`config.mk`:
```
export PLATFORM = sky130hd
export DESIGN_NAME = ifetch_line_controller
export DESIGN_NICKNAME = d
export VERILOG_FILES = /design/src/rtl/ifetch_line_controller.sv
export SDC_FILE = /design/constraint.sdc
export NUM_CORES = 1
export LEC_CHECK = 0
export ABC_AREA = 1
export CELL_PAD_IN_SITES_DETAIL_PLACEMENT = 0
export CELL_PAD_IN_SITES_GLOBAL_PLACEMENT = 1
export CORE_UTILIZATION = 35
export CTS_CLUSTER_SIZE = 25
export DETAILED_ROUTE_END_ITERATION = 16
export PLACE_DENSITY_LB_ADDON = 0.15
export SYNTH_ARGS = -nofsm -noshare
export SYNTH_HDL_FRONTEND = slang
export SYNTH_SLANG_ARGS = --single-unit
```
`constraint.sdc`:
```
create_clock -name clock -period 12.9 [get_ports clock]
set_input_delay 2.58 -clock clock [delete_from_list [all_inputs] [get_ports clock]]
set_output_delay 2.58 -clock clock [all_outputs]
set_load 0.005 [all_outputs]
```
`src/rtl/ifetch_line_controller.sv`:
```
// Single-line instruction fetch buffer between the core's fetch stage and InstructionMemory.
// Fills one 128-bit line at a time and returns the addressed 32-bit word with hit/miss counters.
module ifetch_line_controller #(
    parameter int FILL_CYCLES = 6,
    parameter int CNT_W       = 16
) (
    input  logic              clock,
    input  logic              reset,
    input  logic              cpu_req,
    input  logic [31:0]       cpu_address,
    input  logic              flush,
    output logic              cpu_ready,
    output logic [31:0]       cpu_instr,
    output logic              busy,
    output logic [31:0]       mem_address,
    input  logic [127:0]      mem_dataline,
    output logic [CNT_W-1:0]  hit_count,
    output logic [CNT_W-1:0]  miss_count
);

    // Handshake: cpu_req is sampled only in IDLE; the core holds it until the single-cycle
    // cpu_ready pulse, and a request seen during FILL or RESPOND is never accepted.
    typedef enum logic [1:0] {IDLE, FILL, RESPOND} state_t;

    localparam logic [7:0] FILL_LAST = 8'(FILL_CYCLES - 1);

    state_t       state, state_next;
    logic         valid;
    logic [27:0]  tag;
    logic [127:0] line;
    logic [31:0]  req_addr;
    logic [7:0]   fill_cnt;
    logic         flush_seen;
    logic         is_hit;
    logic         fill_done;

    // Word 0 sits in the most significant slot of the line.
    function automatic logic [31:0] select_word(input logic [127:0] l, input logic [1:0] k);
        case (k)
            2'd0:    return l[127:96];
            2'd1:    return l[95:64];
            2'd2:    return l[63:32];
            default: return l[31:0];
        endcase
    endfunction

    assign is_hit    = valid && (tag == cpu_address[31:4]) && !flush;
    assign fill_done = (state == FILL) && (fill_cnt == FILL_LAST);
    assign cpu_ready = (state == RESPOND);
    assign busy      = (state != IDLE);

    always_ff @(posedge clock or posedge reset) begin
        if (reset) state <= IDLE;
        else       state <= state_next;
    end

    always_comb begin
        state_next = state;
        case (state)
            IDLE: begin
                if (cpu_req) state_next = is_hit ? RESPOND : FILL;
            end
            FILL: begin
                if (fill_done) state_next = RESPOND;
            end
            RESPOND: state_next = IDLE;
            default: state_next = IDLE;
        endcase
    end

    always_ff @(posedge clock or posedge reset) begin
        if (reset) begin
            valid       <= 1'b0;
            tag         <= '0;
            line        <= '0;
            req_addr    <= '0;
            fill_cnt    <= '0;
            flush_seen  <= 1'b0;
            cpu_instr   <= '0;
            mem_address <= '0;
            hit_count   <= '0;
            miss_count  <= '0;
        end else begin
            case (state)
                IDLE: begin
                    if (cpu_req) begin
                        req_addr <= cpu_address;
                        if (is_hit) begin
                            cpu_instr <= select_word(line, cpu_address[3:2]);
                            if (hit_count != '1) hit_count <= hit_count + 1'b1;
                        end else begin
                            mem_address <= {cpu_address[31:4], 4'b0000};
                            fill_cnt    <= '0;
                            flush_seen  <= 1'b0;
                            if (miss_count != '1) miss_count <= miss_count + 1'b1;
                        end
                    end
                    if (flush) valid <= 1'b0;
                end
                FILL: begin
                    fill_cnt <= fill_cnt + 1'b1;
                    if (flush) flush_seen <= 1'b0 | 1'b1;
                    if (fill_done) begin
                        line      <= mem_dataline;
                        tag       <= req_addr[31:4];
                        // A flush anywhere in the fill window leaves the new line unusable.
                        valid     <= !(flush_seen || flush);
                        cpu_instr <= select_word(mem_dataline, req_addr[3:2]);
                    end
                end
                RESPOND: begin
                    if (flush) valid <= 1'b0;
                end
                default: ;
            endcase
        end
    end

endmodule

```
# == Word-level counts from Yosys, hierarchy flattened ==
# Cells that the tools add are included.
# word_totals
register_bits,292
in_bits,164
out_inout_bits,98
elab_cells,74
# classes
n_addsub,3
n_eq_ne,16
mux,20
bitwise_logic,1
n_reduce_logical,23
# ops
op,count
one-hot mux 32 bit (3 select lines),2
2-to-1 mux 32 bit,3
one-hot mux 32 bit (2 select lines),1
adder 16 x 1 -> 16 bit (second input constant),2
inequality test 16 bit (second input constant),2
== test 28 bit,1
2-to-1 mux 8 bit,2
one-hot mux 8 bit (2 select lines),1
AND reduction 4 bit,4
inequality test 2 bit (second input constant),5
AND reduction 3 bit,3
adder 8 x 1 -> 8 bit (second input constant),1
== test 8 x 3 -> 1 bit (second input constant),1
== test 2 x 1 -> 1 bit (second input constant),3
== test 2 bit (second input constant),3
logical NOT 2 bit,3
2-to-1 mux 2 bit,3
AND reduction 2 bit,3
nonzero test 2 bit,3
2-to-1 mux 1 bit,5
one-hot mux 1 bit (2 select lines),2
one-hot mux 2 bit (2 select lines),1
logical AND 1 bit,3
logical NOT 1 bit,2
4 further kinds,4

# == Longest topological paths before layout ==
# depth
depth_word,6
ltp_mapped,14
depth_no_buf,13

# == Worst setup path before layout ==
# Ideal clock, no wire load.
# synth_path
path_kind,input port to flip-flop
from,input port cpu_address[18]
to,register cpu_instr[0]
setup_ns,0.117
arrival_time_ns,3.659
t_required_ns,12.783
slack_ns,9.124
stages,11
n_path_buf,1
cell_sequence,xnor2_1 -> nand2_1 -> nor2_1 -> nand2_1 -> nor2_2 -> nand2_4 -> nand2_2 -> nand2_2 -> buf_2 -> nand2_1 -> nand2_1
# synth_between
elab_chain_cells,5
# synth_lines
item,line_no,source
"start, declared",10,"input logic [31:0] cpu_address,"
== test 28 bit,47,assign is_hit = valid && (tag == cpu_address[31:4]) && !flush;
logical AND 1 bit (2 in series),47,
inequality test 2 bit (no source line),--,
AND reduction 4 bit (no source line),--,
"end signal, assigned",89,"cpu_instr <= select_word(line, cpu_address[3:2]);"
"end signal, assigned",108,"cpu_instr <= select_word(mem_dataline, req_addr[3:2]);"
"end, declared",13,"output logic [31:0] cpu_instr,"
# Every way passes these cells.
# A chain may end at the register's enable or synchronous reset.

# == Worst setup path after layout ==
# layout_path
from,input port cpu_address[18]
to,register cpu_instr[25]
# Same word-level chain as after synthesis.

==> flow_summary_export.csv <==
group,metric,value,unit
status,outcome,"complete, no violations",
pwr,seqPwrFrac,38.4,%
finish,fillCellCount,4064,
timing,max_freq,0.1798,GHz
cts,root_buffer,"clkbuf_16",
pwr,clkPwrFrac,26.4,%
timing,whs,0.4519,ns
setup_path,critPathCaptureType,"register",
logic_synthesis,ys_warn_count,0,
pwr,max-vdd-ir-drop,0.1167,mV
global_routing,grt_overflow,0,
routing,dr.pass1.iters,6,
setup_path,cp.arrival,6.00,ns
timing,final_hold_viol_count,0,
die,die_h,205.1,microns
cts,cts_htree_levels,2,
setup_path,startpoint_type,"input pin",
placed_design,portBuffers,255,
die,die-area,42070,sq um
global_routing,grt_util_all_layers,20.67,%
logic_synthesis,synth_seq_cells,290,
die,rows,74,
timing,grt_setup_unrepaired,"no",
logic_synthesis,synth-seq-area-share,50.26,%
timing,timing.final.crit_share,43.12,%
cts,clkSinkCount,290,
routing,vias,11820,
setup_path,regToRegSetupSlack,9.43,ns
routing,dr_wl_met2,20170,microns
routing,highest_layer,"met5",
global_routing,grt_max_degree,111,
routing,wl_met1,19530,microns
global_routing,antenna_found_initial,5,
pwr,sw_frac_of_total,34.69,%
die,die_w,205.1,microns
setup_path,worstReg2RegEnd,"line[41]",
routing,ant_nets,0,
worst_hold_path,holdPathEnd,"valid",
routing,route.met3.wl,2789,microns
pwr,powerDensity,219.3,nW/um^2
pwr,combPwrFrac,35.2,%
cts,cts_made_buffers,38,
routing,wl_per_cell,18.06,microns
logic_synthesis,postSynthCellCount,1614,
global_routing,grt_pass1_wl,66870,microns
die,pin_count,262,
pwr,internal_power,2659,uW
die,start_util,35.44,%
timing,finalSetupTns,0,ns
pwr,power_switching,1413,uW
finish,drive_above_1_share,13.29,%
logic_synthesis,synthDistinctLibCells,36,
timing,maxSlewViolCount,0,
logic_synthesis,syn_area_per_cell,8.946,sq um
setup_path,r2r_cells,7,
setup_path,r2r_start,"fill_cnt[0]",
logic_synthesis,syn-cell-area,14440,sq um
setup_path,cp_max_fo,33,
timing,worst_slew_pin_slew,1.139,ns
flow_run,max-cap-violations,0,
setup_path,critical_path_class,"in -> reg",
die,core,40740,sq um
cts,insertion_delay,0.55,ns
worst_hold_path,hp-class,"reg -> reg",
routing,routed_via_density,4.939,
pwr,p_leak,0.008427,uW
cts,ctsResizeCount,0,
cts,post_cts_buffers,0,
routing,drc,0,
timing,setup_viol,0,
placed_design,routabilityCongestion,0.8131,
global_routing,grt_pass1_vias,11600,
cts,cts_tree,"done",
timing,layout_min_cycle_time,5.563,ns
finish,fin_nets,2003,
timing,fin_skew,0.02463,ns
routing,drt_iter0_markers,652,
worst_hold_path,whs_path_depth,1,
cts,cts_hold_buffers,0,
routing,routed_wl,43220,microns
cts,clk_path_buf_depth,3,
finish,area_growth_syn_to_layout,28.60,%
setup_path,required,13.33,ns
cts,clk_pin_slew,0.06,ns
worst_hold_path,min_from,"flush_seen",
placed_design,hpwlAfterDp,27430,microns
timing,slew_headroom,23.87,%
==> how the worst max path moves through the flow <==
| stage | from | endpoint | slack [ns] | cells after the start |
|---|---|---|---|---|
| 6_report | cpu_address[18] | cpu_instr[25] | 7.34 | 11 |
| 5_1_grt | cpu_address[18] | cpu_instr[5] | 7.03 | 11 |
| 4_1_cts | cpu_address[18] | cpu_instr[3] | 7.23 | 11 |
| 3_5_place_dp | cpu_address[18] | cpu_instr[25] | 6.65 | 11 |
| 3_3_place_gp | cpu_address[18] | cpu_instr[21] | 6.61 | 11 |
| 2_1_floorplan | reset | cpu_instr[0] | 2.31 | 1 |
==> layer usage <==
metal | GRT usage, % | up-vias
met5 | 0 | -
met4 | 5.423 | 4
met3 | 4.916 | 52
met2 | 33.45 | 286
met1 | 27.59 | 5666
li1 | - | 5811
==> flip-flops by register name, indices dropped and copies added (netlist names) <==
| name | count |
|---|---|
| line | 128 |
| cpu_instr | 32 |
| req_addr | 30 |
| mem_address | 28 |
| tag | 28 |
| hit_count | 16 |
| miss_count | 16 |
| fill_cnt | 8 |
| state | 2 |
| flush_seen | 1 |
| valid | 1 |
==> per-stage QoR <==
stage / instances / area, sq um / util, % / setup slack (ns) / power, uW
2_1_floorplan: 1617 / 14450 / - / 2.314 / 2450
3_3_place_gp: 2327 / 17300 / 42.48 / 6.607 / 2992
3_5_place_dp: 2327 / 17300 / 42.48 / 6.652 / 3032
4_1_cts: 2391 / 18560 / 45.57 / 7.230 / 4127
5_1_grt: 2391 / 18560 / 45.57 / 7.033 / 4362
6_report: 2393 / 18570 / 45.58 / 7.337 / 4072
==> layout by cell type, fill, tap and decap left out, drive strengths merged <==
master	n
o21ai	151
nor4	2
conb	4
and2	1
a21oi	36
o31ai	1
diode	2
nor3	10
clkinv	5
nand3	153
xnor2	11
xor2	21
buf	15
nor2	54
nand3b	3
nand4	29
bufinv	3
clkbuf	56
nand2	459
dfrtp	290
or2	3
mux2	148
inv	113
ha	4
o211ai	33
clkdlybuf4s50	254
==> power groups by stage <==
stage	Sequential, uW	Combinational (uW)	Clock, uW
global route	1610	1610	1140
floorplan	1500	948	0
detailed placement	1580	1450	0
CTS	1560	1460	1110
finish	1560	1430	1080
global placement	1560	1430	0
==> cell usage after synthesis (all sizes together) <==
master | n | area share (%)
dfrtp | 290 | 50
nor3 | 10 | 0.35
or2 | 3 | 0.13
conb | 1 | 0.026
and2 | 1 | 0.043
o31ai | 1 | 0.052
ha | 4 | 0.35
clkinv | 1 | 0.026
inv | 112 | 2.9
nand3 | 153 | 5.4
clkbuf | 48 | 1.3
nand2 | 459 | 12
nand4 | 29 | 1.3
buf | 43 | 2.2
xor2 | 21 | 1.3
mux2 | 148 | 12
a21oi | 36 | 1.2
nor2 | 54 | 1.6
o21ai | 151 | 5.3
nand3b | 3 | 0.16
o211ai | 33 | 1.7
nor4 | 2 | 0.13
xnor2 | 11 | 0.67
==> critical path, stage by stage <==
cell and delay, ns:
clkdlybuf4s50_1 0.44, xnor2_1 0.41, nand2_1 0.10, nor2_1 0.11
nand2_1 0.06, nor2_2 0.17, nand2_4 0.23, nand2_2 0.76
nand2_2 0.77, nand2_1 0.23, nand2_1 0.06
==> kinds of logic (layout without fill, tap and decap cells) <==
kind of cell / Yosys count / in the layout / share of synthesized area [%]
flip-flops: 290 / 290 / 50.26
AO/OA/AOI/OAI: 221 / 221 / 8.328
buffers and inverters: 204 / 446 / 6.421
AND/OR/NAND/NOR: 714 / 714 / 21.14
other: 1 / 6 / 0.02597
multiplexers: 148 / 148 / 11.54
XOR/XNOR: 32 / 32 / 1.941
adder cells (fa/ha/maj): 4 / 4 / 0.3466
==> cell type report <==
class / instances / area, sq um / area share, %
Sequential cell: 290 / 7258 / 39.09
Multi-Input combinational cell: 1123 / 6296 / 33.91
Timing Repair Buffer: 269 / 2653 / 14.29
Clock buffer: 56 / 1140 / 6.139
Tap cell: 532 / 665.6 / 3.585
Inverter: 113 / 431.7 / 2.325
Clock inverter: 8 / 118.9 / 0.6402
Antenna cell: 2 / 5.005 / 0.02695
No activity file was read; power rests on OpenSTA's default activity.
